## config.mk

```make
export PLATFORM = sky130hd
export DESIGN_NAME = decode_stage_flat
export DESIGN_NICKNAME = d
export VERILOG_FILES = /design/src/rtl/decode_if.sv /design/src/rtl/decode_stage.sv /design/src/flat_wrapper.sv
export SDC_FILE = /design/constraint.sdc
export NUM_CORES = 1
export LEC_CHECK = 0
export ABC_AREA = 0
export ABC_CLOCK_PERIOD_IN_PS = 6500
export CORE_UTILIZATION = 50
export DETAILED_ROUTE_END_ITERATION = 6
export MAX_ROUTING_LAYER = met4
export PLACE_DENSITY = 0.81
export SLEW_MARGIN = 20
export SYNTH_ARGS = -nofsm -noshare
export SYNTH_HDL_FRONTEND = slang
export SYNTH_SLANG_ARGS = --single-unit
```

## constraint.sdc

```tcl
create_clock -name clk -period 6.5 [get_ports clk]
set_input_delay 1.95 -clock clk [delete_from_list [all_inputs] [get_ports clk]]
set_output_delay 1.95 -clock clk [all_outputs]
set_load 0.005 [all_outputs]
```

## src/rtl/decode_if.sv

```systemverilog
// Signal bundle around the decode stage: fetch handshake, decoded bundle to execute,
// RegisterFile read addresses and the writeback notification.
interface decode_if #(
  parameter int DATA_W = 32
);
  logic              in_valid;
  logic              in_ready;
  logic [DATA_W-1:0] in_instr;
  logic [DATA_W-1:0] in_pc;
  logic              flush;
  logic              out_valid;
  logic              out_ready;
  logic [DATA_W-1:0] out_pc;
  logic [DATA_W-1:0] out_imm;
  logic [4:0]        out_rd;
  logic              out_reg_write;
  logic              out_illegal;
  logic [4:0]        rf_rs1;
  logic [4:0]        rf_rs2;
  logic              wb_valid;
  logic [4:0]        wb_rd;

  // master: the surrounding pipeline (fetch, execute, writeback)
  modport master (
    output in_valid, in_instr, in_pc, flush, out_ready, wb_valid, wb_rd,
    input  in_ready, out_valid, out_pc, out_imm, out_rd, out_reg_write, out_illegal,
           rf_rs1, rf_rs2
  );

  // slave: the decode stage itself
  modport slave (
    input  in_valid, in_instr, in_pc, flush, out_ready, wb_valid, wb_rd,
    output in_ready, out_valid, out_pc, out_imm, out_rd, out_reg_write, out_illegal,
           rf_rs1, rf_rs2
  );
endinterface

```

## src/rtl/decode_stage.sv

```systemverilog
// RV32I decode stage: one-entry output register, immediate/register extraction and a
// 32-entry pending-writeback scoreboard that stalls issue on RAW/WAW hazards.
module decode_stage #(
  parameter int DATA_W = 32,
  parameter bit SB_EN  = 1'b1
) (
  input logic     clk,
  input logic     reset,
  decode_if.slave bus
);

  localparam logic [6:0] OP_R     = 7'b0110011;
  localparam logic [6:0] OP_I     = 7'b0010011;
  localparam logic [6:0] OP_LOAD  = 7'b0000011;
  localparam logic [6:0] OP_JALR  = 7'b1100111;
  localparam logic [6:0] OP_S     = 7'b0100011;
  localparam logic [6:0] OP_B     = 7'b1100011;
  localparam logic [6:0] OP_J     = 7'b1101111;
  localparam logic [6:0] OP_LUI   = 7'b0110111;
  localparam logic [6:0] OP_AUIPC = 7'b0010111;

  logic [31:0]       instr;
  logic              is_r, is_i, is_s, is_b, is_j, is_u, is_illegal;
  logic              uses_rs1, uses_rs2, writes_rd;
  logic [4:0]        dec_rs1, dec_rs2, dec_rd;
  logic [31:0]       imm32;
  logic [DATA_W-1:0] dec_imm;

  logic              valid_reg;
  logic [DATA_W-1:0] pc_reg;
  logic [DATA_W-1:0] imm_reg;
  logic [4:0]        rd_reg;
  logic              reg_write_reg;
  logic              illegal_reg;
  logic [4:0]        rs1_reg, rs2_reg;
  logic [31:0]       sb_reg;
  logic [31:0]       sb_next;

  logic hazard;
  logic in_fire;
  logic issue;
  logic unused_funct3;

  assign instr         = bus.in_instr[31:0];
  assign unused_funct3 = ^instr[14:12];

  always_comb begin
    is_r       = 1'b0;
    is_i       = 1'b0;
    is_s       = 1'b0;
    is_b       = 1'b0;
    is_j       = 1'b0;
    is_u       = 1'b0;
    is_illegal = 1'b0;
    case (instr[6:0])
      OP_R:                    is_r = 1'b1;
      OP_I, OP_LOAD, OP_JALR:  is_i = 1'b1;
      OP_S:                    is_s = 1'b1;
      OP_B:                    is_b = 1'b1;
      OP_J:                    is_j = 1'b1;
      OP_LUI, OP_AUIPC:        is_u = 1'b1;
      default:                 is_illegal = 1'b1;
    endcase
  end

  assign uses_rs1  = is_r | is_i | is_s | is_b;
  assign uses_rs2  = is_r | is_s | is_b;
  assign writes_rd = (is_r | is_i | is_j | is_u) & (instr[11:7] != 5'd0);
  // Unused fields are forced to x0 so they can never match a pending scoreboard entry.
  assign dec_rs1   = uses_rs1  ? instr[19:15] : 5'd0;
  assign dec_rs2   = uses_rs2  ? instr[24:20] : 5'd0;
  assign dec_rd    = writes_rd ? instr[11:7]  : 5'd0;

  always_comb begin
    imm32 = 32'd0;
    if (is_i)      imm32 = {{20{instr[31]}}, instr[31:20]};
    else if (is_s) imm32 = {{20{instr[31]}}, instr[31:25], instr[11:7]};
    else if (is_b) imm32 = {{19{instr[31]}}, instr[31], instr[7], instr[30:25], instr[11:8], 1'b0};
    else if (is_j) imm32 = {{11{instr[31]}}, instr[31], instr[19:12], instr[20], instr[30:21], 1'b0};
    else if (is_u) imm32 = {instr[31:12], 12'b0};
  end

  assign dec_imm = DATA_W'($signed(imm32));

  assign hazard  = SB_EN && bus.in_valid &&
                   ((uses_rs1 && sb_reg[dec_rs1]) ||
                    (uses_rs2 && sb_reg[dec_rs2]) ||
                    (writes_rd && sb_reg[dec_rd]));

  assign bus.in_ready = (!valid_reg || bus.out_ready) && !hazard && !bus.flush;
  assign in_fire      = bus.in_valid && bus.in_ready;
  assign issue        = valid_reg && bus.out_ready && reg_write_reg;

  // A set and a clear of the same register on one edge leave it pending: the new
  // writer has not yet written back.
  genvar gi;
  generate
    for (gi = 0; gi < 32; gi++) begin : g_sb
      if (gi == 0) begin : g_x0
        assign sb_next[gi] = 1'b0;
      end else begin : g_reg
        logic set_hit, clr_hit;
        assign set_hit     = issue && (rd_reg == 5'(gi));
        assign clr_hit     = bus.wb_valid && (bus.wb_rd == 5'(gi));
        assign sb_next[gi] = set_hit || (sb_reg[gi] && !clr_hit);
      end
    end
  endgenerate

  always_ff @(posedge clk) begin
    if (reset) begin
      valid_reg     <= 1'b0;
      pc_reg        <= '0;
      imm_reg       <= '0;
      rd_reg        <= 5'd0;
      reg_write_reg <= 1'b0;
      illegal_reg   <= 1'b0;
      rs1_reg       <= 5'd0;
      rs2_reg       <= 5'd0;
      sb_reg        <= 32'd0;
    end else begin
      sb_reg <= sb_next;
      if (bus.flush) begin
        valid_reg <= 1'b0;
      end else if (in_fire) begin
        valid_reg     <= 1'b1;
        pc_reg        <= bus.in_pc;
        imm_reg       <= dec_imm;
        rd_reg        <= dec_rd;
        reg_write_reg <= writes_rd;
        illegal_reg   <= is_illegal;
        rs1_reg       <= dec_rs1;
        rs2_reg       <= dec_rs2;
      end else if (bus.out_ready) begin
        valid_reg <= 1'b0;
      end
    end
  end

  assign bus.out_valid     = valid_reg;
  assign bus.out_pc        = pc_reg;
  assign bus.out_imm       = imm_reg;
  assign bus.out_rd        = rd_reg;
  assign bus.out_reg_write = reg_write_reg;
  assign bus.out_illegal   = illegal_reg;
  // RegisterFile latches its address on the accept edge, so present the new fields then.
  assign bus.rf_rs1        = in_fire ? dec_rs1 : rs1_reg;
  assign bus.rf_rs2        = in_fire ? dec_rs2 : rs2_reg;

endmodule

```

## src/flat_wrapper.sv

```systemverilog
// flat-port wrapper written by rule: the top's interface ports become plain ports
module decode_stage_flat 
#(
  parameter int DATA_W = 32,
  parameter bit SB_EN  = 1'b1
)
  (clk, reset, bus_in_valid, bus_in_instr, bus_in_pc, bus_flush, bus_out_ready, bus_wb_valid, bus_wb_rd, bus_in_ready, bus_out_valid, bus_out_pc, bus_out_imm, bus_out_rd, bus_out_reg_write, bus_out_illegal, bus_rf_rs1, bus_rf_rs2);
  decode_if #(.DATA_W(DATA_W)) bus_i ();
  input logic clk;
  input logic reset;
  input wire logic [$bits(bus_i.in_valid)-1:0] bus_in_valid;
  input wire logic [$bits(bus_i.in_instr)-1:0] bus_in_instr;
  input wire logic [$bits(bus_i.in_pc)-1:0] bus_in_pc;
  input wire logic [$bits(bus_i.flush)-1:0] bus_flush;
  input wire logic [$bits(bus_i.out_ready)-1:0] bus_out_ready;
  input wire logic [$bits(bus_i.wb_valid)-1:0] bus_wb_valid;
  input wire logic [$bits(bus_i.wb_rd)-1:0] bus_wb_rd;
  output wire logic [$bits(bus_i.in_ready)-1:0] bus_in_ready;
  output wire logic [$bits(bus_i.out_valid)-1:0] bus_out_valid;
  output wire logic [$bits(bus_i.out_pc)-1:0] bus_out_pc;
  output wire logic [$bits(bus_i.out_imm)-1:0] bus_out_imm;
  output wire logic [$bits(bus_i.out_rd)-1:0] bus_out_rd;
  output wire logic [$bits(bus_i.out_reg_write)-1:0] bus_out_reg_write;
  output wire logic [$bits(bus_i.out_illegal)-1:0] bus_out_illegal;
  output wire logic [$bits(bus_i.rf_rs1)-1:0] bus_rf_rs1;
  output wire logic [$bits(bus_i.rf_rs2)-1:0] bus_rf_rs2;
  assign bus_i.in_valid = bus_in_valid;
  assign bus_i.in_instr = bus_in_instr;
  assign bus_i.in_pc = bus_in_pc;
  assign bus_i.flush = bus_flush;
  assign bus_i.out_ready = bus_out_ready;
  assign bus_i.wb_valid = bus_wb_valid;
  assign bus_i.wb_rd = bus_wb_rd;
  assign bus_in_ready = bus_i.in_ready;
  assign bus_out_valid = bus_i.out_valid;
  assign bus_out_pc = bus_i.out_pc;
  assign bus_out_imm = bus_i.out_imm;
  assign bus_out_rd = bus_i.out_rd;
  assign bus_out_reg_write = bus_i.out_reg_write;
  assign bus_out_illegal = bus_i.out_illegal;
  assign bus_rf_rs1 = bus_i.rf_rs1;
  assign bus_rf_rs2 = bus_i.rf_rs2;
  decode_stage #(.DATA_W(DATA_W), .SB_EN(SB_EN)) u_core (.clk(clk), .reset(reset), .bus(bus_i));
endmodule
```

==> results of run 1 <==
-- logic make-up after synthesis --
kind of cell           after synthesis
DFF                                113
muxes                               47
AOI/OAI and AO/OA                  269
buffers and inverters               89
and+or+nand+nor                    212
-- cells in the final DEF (no fill, tap or decap), drive strengths merged, types with 5 or more instances in the layout --
cell and instances:
nand4 43, clkdlybuf4s50 130, nor3b 5, nor2b 11, o211ai 9, a22oi 6
or4 7, and2 5, clkdlybuf4s15 5, a211oi 29, nand3b 7, a21oi 97
inv 13, nand2 67, a31oi 27, mux4 13, o21ai 35, mux2i 29
dfxtp 113, clkbuf 32, buf 121, nor3 10, nor2 17, dlygate4sd2 10
nand3 19, o31ai 44, mux2 5
-- power groups by stage --
stage	Clock, mW	Combinational [mW]	Sequential, mW
final	0.903	0.283	0.727
after global routing	0.943	0.301	0.728
after CTS	0.905	0.272	0.727
after detailed placement	0	0.263	0.740
after global placement	0	0.259	0.739
after floorplan	0	0.108	0.741
-- critical path, stage by stage --
cell,delay [ps]
sky130_fd_sc_hd__dlygate4sd2_1,260
sky130_fd_sc_hd__buf_6,150
sky130_fd_sc_hd__or4_4,560
sky130_fd_sc_hd__nor2_4,170
sky130_fd_sc_hd__a311oi_2,60
sky130_fd_sc_hd__o211ai_1,100
sky130_fd_sc_hd__buf_4,180
sky130_fd_sc_hd__o22ai_4,100
sky130_fd_sc_hd__buf_6,130
sky130_fd_sc_hd__buf_4,120
sky130_fd_sc_hd__or4_4,540
sky130_fd_sc_hd__nand2_4,80
sky130_fd_sc_hd__buf_6,90
-- worst min path at each step --
stage	start	end	slack (ps)	depth (start not counted)
after floorplan	u_core.rs1_reg[1]	u_core.rs1_reg[1]	450	2
after global placement	u_core.bus.out_imm[5]	u_core.bus.out_imm[5]	450	2
after detailed placement	u_core.bus.out_imm[7]	u_core.bus.out_imm[7]	460	2
after CTS	u_core.bus.out_imm[9]	u_core.bus.out_imm[9]	470	2
after global routing	u_core.bus.out_imm[7]	u_core.bus.out_imm[7]	480	2
final	u_core.bus.out_imm[7]	u_core.bus.out_imm[7]	470	2
-- routing by layer --
layer,routed length (um),track usage [%]
met1,9370,44.2
met2,11200,59.4
met3,1510,8.09
met4,836,18.1
met5,0,-
-- per-stage QoR --
| stage | worst slack [ps] | total power [mW] | setup TNS, ps | util (%) |
|---|---|---|---|---|
| after CTS | 0.162 | 1.90 | 0 | 75.8 |
| after floorplan | 601 | 0.848 | 0 | - |
| after detailed placement | -461 | 1.00 | -4690 | 69.0 |
| after global placement | -409 | 0.998 | -3950 | 69.0 |
| final | 42.8 | 1.91 | 0 | 77.5 |
| after global routing | -71.1 | 1.97 | -255 | 77.5 |
-- final cells by class --
| type | instances | area, um2 | share of cell area, % |
|---|---|---|---|
| flip-flops and latches | 113 | 2260 | 24.2 |
| clock inverters | 4 | 47.5 | 0.509 |
| clock buffers | 26 | 529 | 5.66 |
| multi-input cells | 529 | 3740 | 40.0 |
| repair buffers | 275 | 2510 | 26.9 |
| inverters | 13 | 48.8 | 0.522 |
| well taps | 168 | 210 | 2.25 |
-- repair_timing --
item | in CTS | in global routing
cloned | 1 | 1
setup endpoints to repair | 11 | 11
pin swaps | 23 | 11
gates resized for setup | 61 | 37
buffers inserted | 18 | 12
==> results.md, run 1 <==
- Ranked by instance count, the synthesized netlist is headed by 113 x sky130_fd_sc_hd__dfxtp_1, 97 x sky130_fd_sc_hd__a21oi_1, 67 x sky130_fd_sc_hd__nand2_1, 43 x sky130_fd_sc_hd__o31ai_1, 42 x sky130_fd_sc_hd__nand4_1.
- The routed layout has 7058 vias.
- Of all nets on the critical path, the largest fanout is 7.
- After global routing the overflow that remains totals 0.
- The power spent charging and discharging nets is 459 uW.
- The worst endpoint data arrival time is 4510 ps.
- TritonCTS built the clock tree.
- The capturing element of the worst setup path is bus_rf_rs1[0].
- Summing the areas of all fa, ha and maj instances in the mapped netlist gives 0% of the synthesized area.
- For this run, the number of Yosys warnings is 0.
- The initial antenna violation count is 0.
- The total internal power is between 1 and 1.5 mW.
- For this run, the detailed router's first-pass iteration total came to 7.
- Setup repair after global routing could not meet its margin everywhere.
- The fraction of layout instances using a drive strength above 1 is 22.6%.
- The post-synthesis mux area share is 10.3%.
- The clock transition at the registers of the reported paths is about 50 ps.
- After detailed routing, the number of remaining DRC violations is 0.
- The number of antenna diodes is 0.
- The longest clock path from root to sink contains 2 buffers.
- The switching fraction of total power is 24.0%.
- Summed over its instances, the top area cell type makes up 36.5% of the synthesized netlist area.
- The later pin in the worst-skew pair is clocked with a latency of 420 ps.
- The path type of the worst min-delay path is reg2reg.
- The number of clock buffers inserted by TritonCTS is 17.
- The minimum hold slack is 465 ps.
- IR analysis of the VDD net gives a maximum drop of 0.157 mV.
- The cell count after synthesis came out at 730.
- Global routing used 37.1% of the available tracks across all layers.
- For the worst flop-to-flop path, the logic depth is 12.
- The horizontal die dimension is 113 um.
- The dominant cell by count in the synthesized netlist is sky130_fd_sc_hd__dfxtp_1.
- For this block, the initial DRC count from the detailed router was 643.
- The first global-routing pass estimated 36100 um of wire.
- At the end of the flow, the number of nets in the layout was 1024.
- The complex-gate fraction of the synthesized area is 27.8%.
- For this run, asynchronously set or reset flops after synthesis account for 0%.
- Port buffering added between 150 and 200 buffers.
- The effective utilization at floorplan is 51.4%.
- Once placement finished, the instance area stood at 8320 um2.
- The launching element type of the critical path is a primary input.
- The kind of critical path is in2out.
- Counting tap cells, the placed design contains a total of 1067 instances.
- Power spread over the standard cell area amounts to about 200 nW/um2.
- Timing would allow up to 155 MHz.
- Of the total synthesized cell area, the portion taken by AND, OR, NAND and NOR gates is 18.9%.
- After synthesis the netlist holds a flip-flop and latch count of ~110.
- The remaining number of nets flagged by the antenna check after routing is 0.
- The startpoint identified for the worst register-to-register timing path is u_core.sb_reg[18].
- Summing all non-filler instances in the final layout gives an area of 9350 um2.
- Measured against its own limit, the worst slew margin works out to 26.8%.
- The synthesized design contains 0 enable-type register cells.
- The total count of max-transition violations in the final report is 0.
- The mean instance size in the synthesized netlist is ~8.5 um2.
- CTS built an H-tree with a depth of 4.
- The minimum period implied by the final worst setup slack is roughly 6500 ps.
- The cell type contributing the most total cell area after synthesis is sky130_fd_sc_hd__dfxtp_1.
- Fill cells in the final layout number between 800 and 900.
- The I/O pin count is between 150 and 200.
- Once detailed placement completed, the half-perimeter wirelength came to 15700 um.
- The largest clock skew in the final design is 8.31 ps.
- Summing the areas of all xor and xnor instances in the mapped netlist gives 0% of the synthesized area.
- In the routed layout, each cell is associated on average with a via count of about 6.3.
- The number of endpoints with negative hold slack in the final report is 0.
- After synthesis, flip-flops and latches occupy 36.5% of the total area.
- The final critical-path share of the clock period is between 90 and 100%.
- In this run the clock root is driven by a sky130_fd_sc_hd__clkbuf_16.
- The critical path starts at bus_in_instr[7].
- In the synthesized netlist the dominant register cell turns out to be sky130_fd_sc_hd__dfxtp_1.
- The actual slew at the worst max-slew pin is 1100 ps.
- The area of the core region is 12100 um2.
- The pin count of the biggest net entering global routing is approximately 100.
- Dividing the detail-routed wire length by the instance count gives ~20 um.
- The flow ran to the end, and the final reports show no timing, DRC or antenna violations.
- The area growth from synthesis to layout is 50.8%.
- The finished layout holds ~1100 standard cells, fillers aside.
- The number of nets produced by synthesis is 805.
- The total die area is 12800 um2.
- The number of global-route vias before repair was 6862.
- From bottom edge to top edge, the die measures 113 um.
- The mapped netlist covers between 6000 and 7000 um2.
- The clock drives 113 sinks.
- The tool flagged a number of max-cap violations equal to 0.
- The worst register-to-register path has a setup slack of between 3000 and 4000 ps.
- The worst path required time is 4550 ps.
- Of the total power, combinational logic draws 14.8%.
- Per report_power, the sequential group accounts for 38.0% of the total.
- In this run the core area contains 40 standard-cell rows.
- The critical path endpoint category is an output port.
- Synthesis instantiated 65 different standard cells from the library.
- The final wirelength is 22900 um.
- At the end of routability-driven placement, the weighted congestion stood at 0.960.
- The worst register-to-register path ends at u_core.bus.out_reg_write.
- By area the synthesized netlist is led by sky130_fd_sc_hd__dfxtp_1 36%, sky130_fd_sc_hd__a21oi_1 7.8%, sky130_fd_sc_hd__o31ai_1 5.2%.
- Setup violations remaining at the end of the flow were counted as 0.
- The analysis attributes to cell leakage a power of 3.44 nW.
- The dominant combinational cell family by area after synthesis is compound AO/OA/AOI/OAI gates.
- The clock network accounts for 47.2% of the total power.
- The number of hold buffers added after cts is 0.
Power figures use the tool's default switching activity.
==> inputs of run 2 (changes only) <==
- SLEW_MARGIN: 20 -> not set
==> results of run 2 <==
No change in the layout: final DEF, timing and power equal those of run 1.
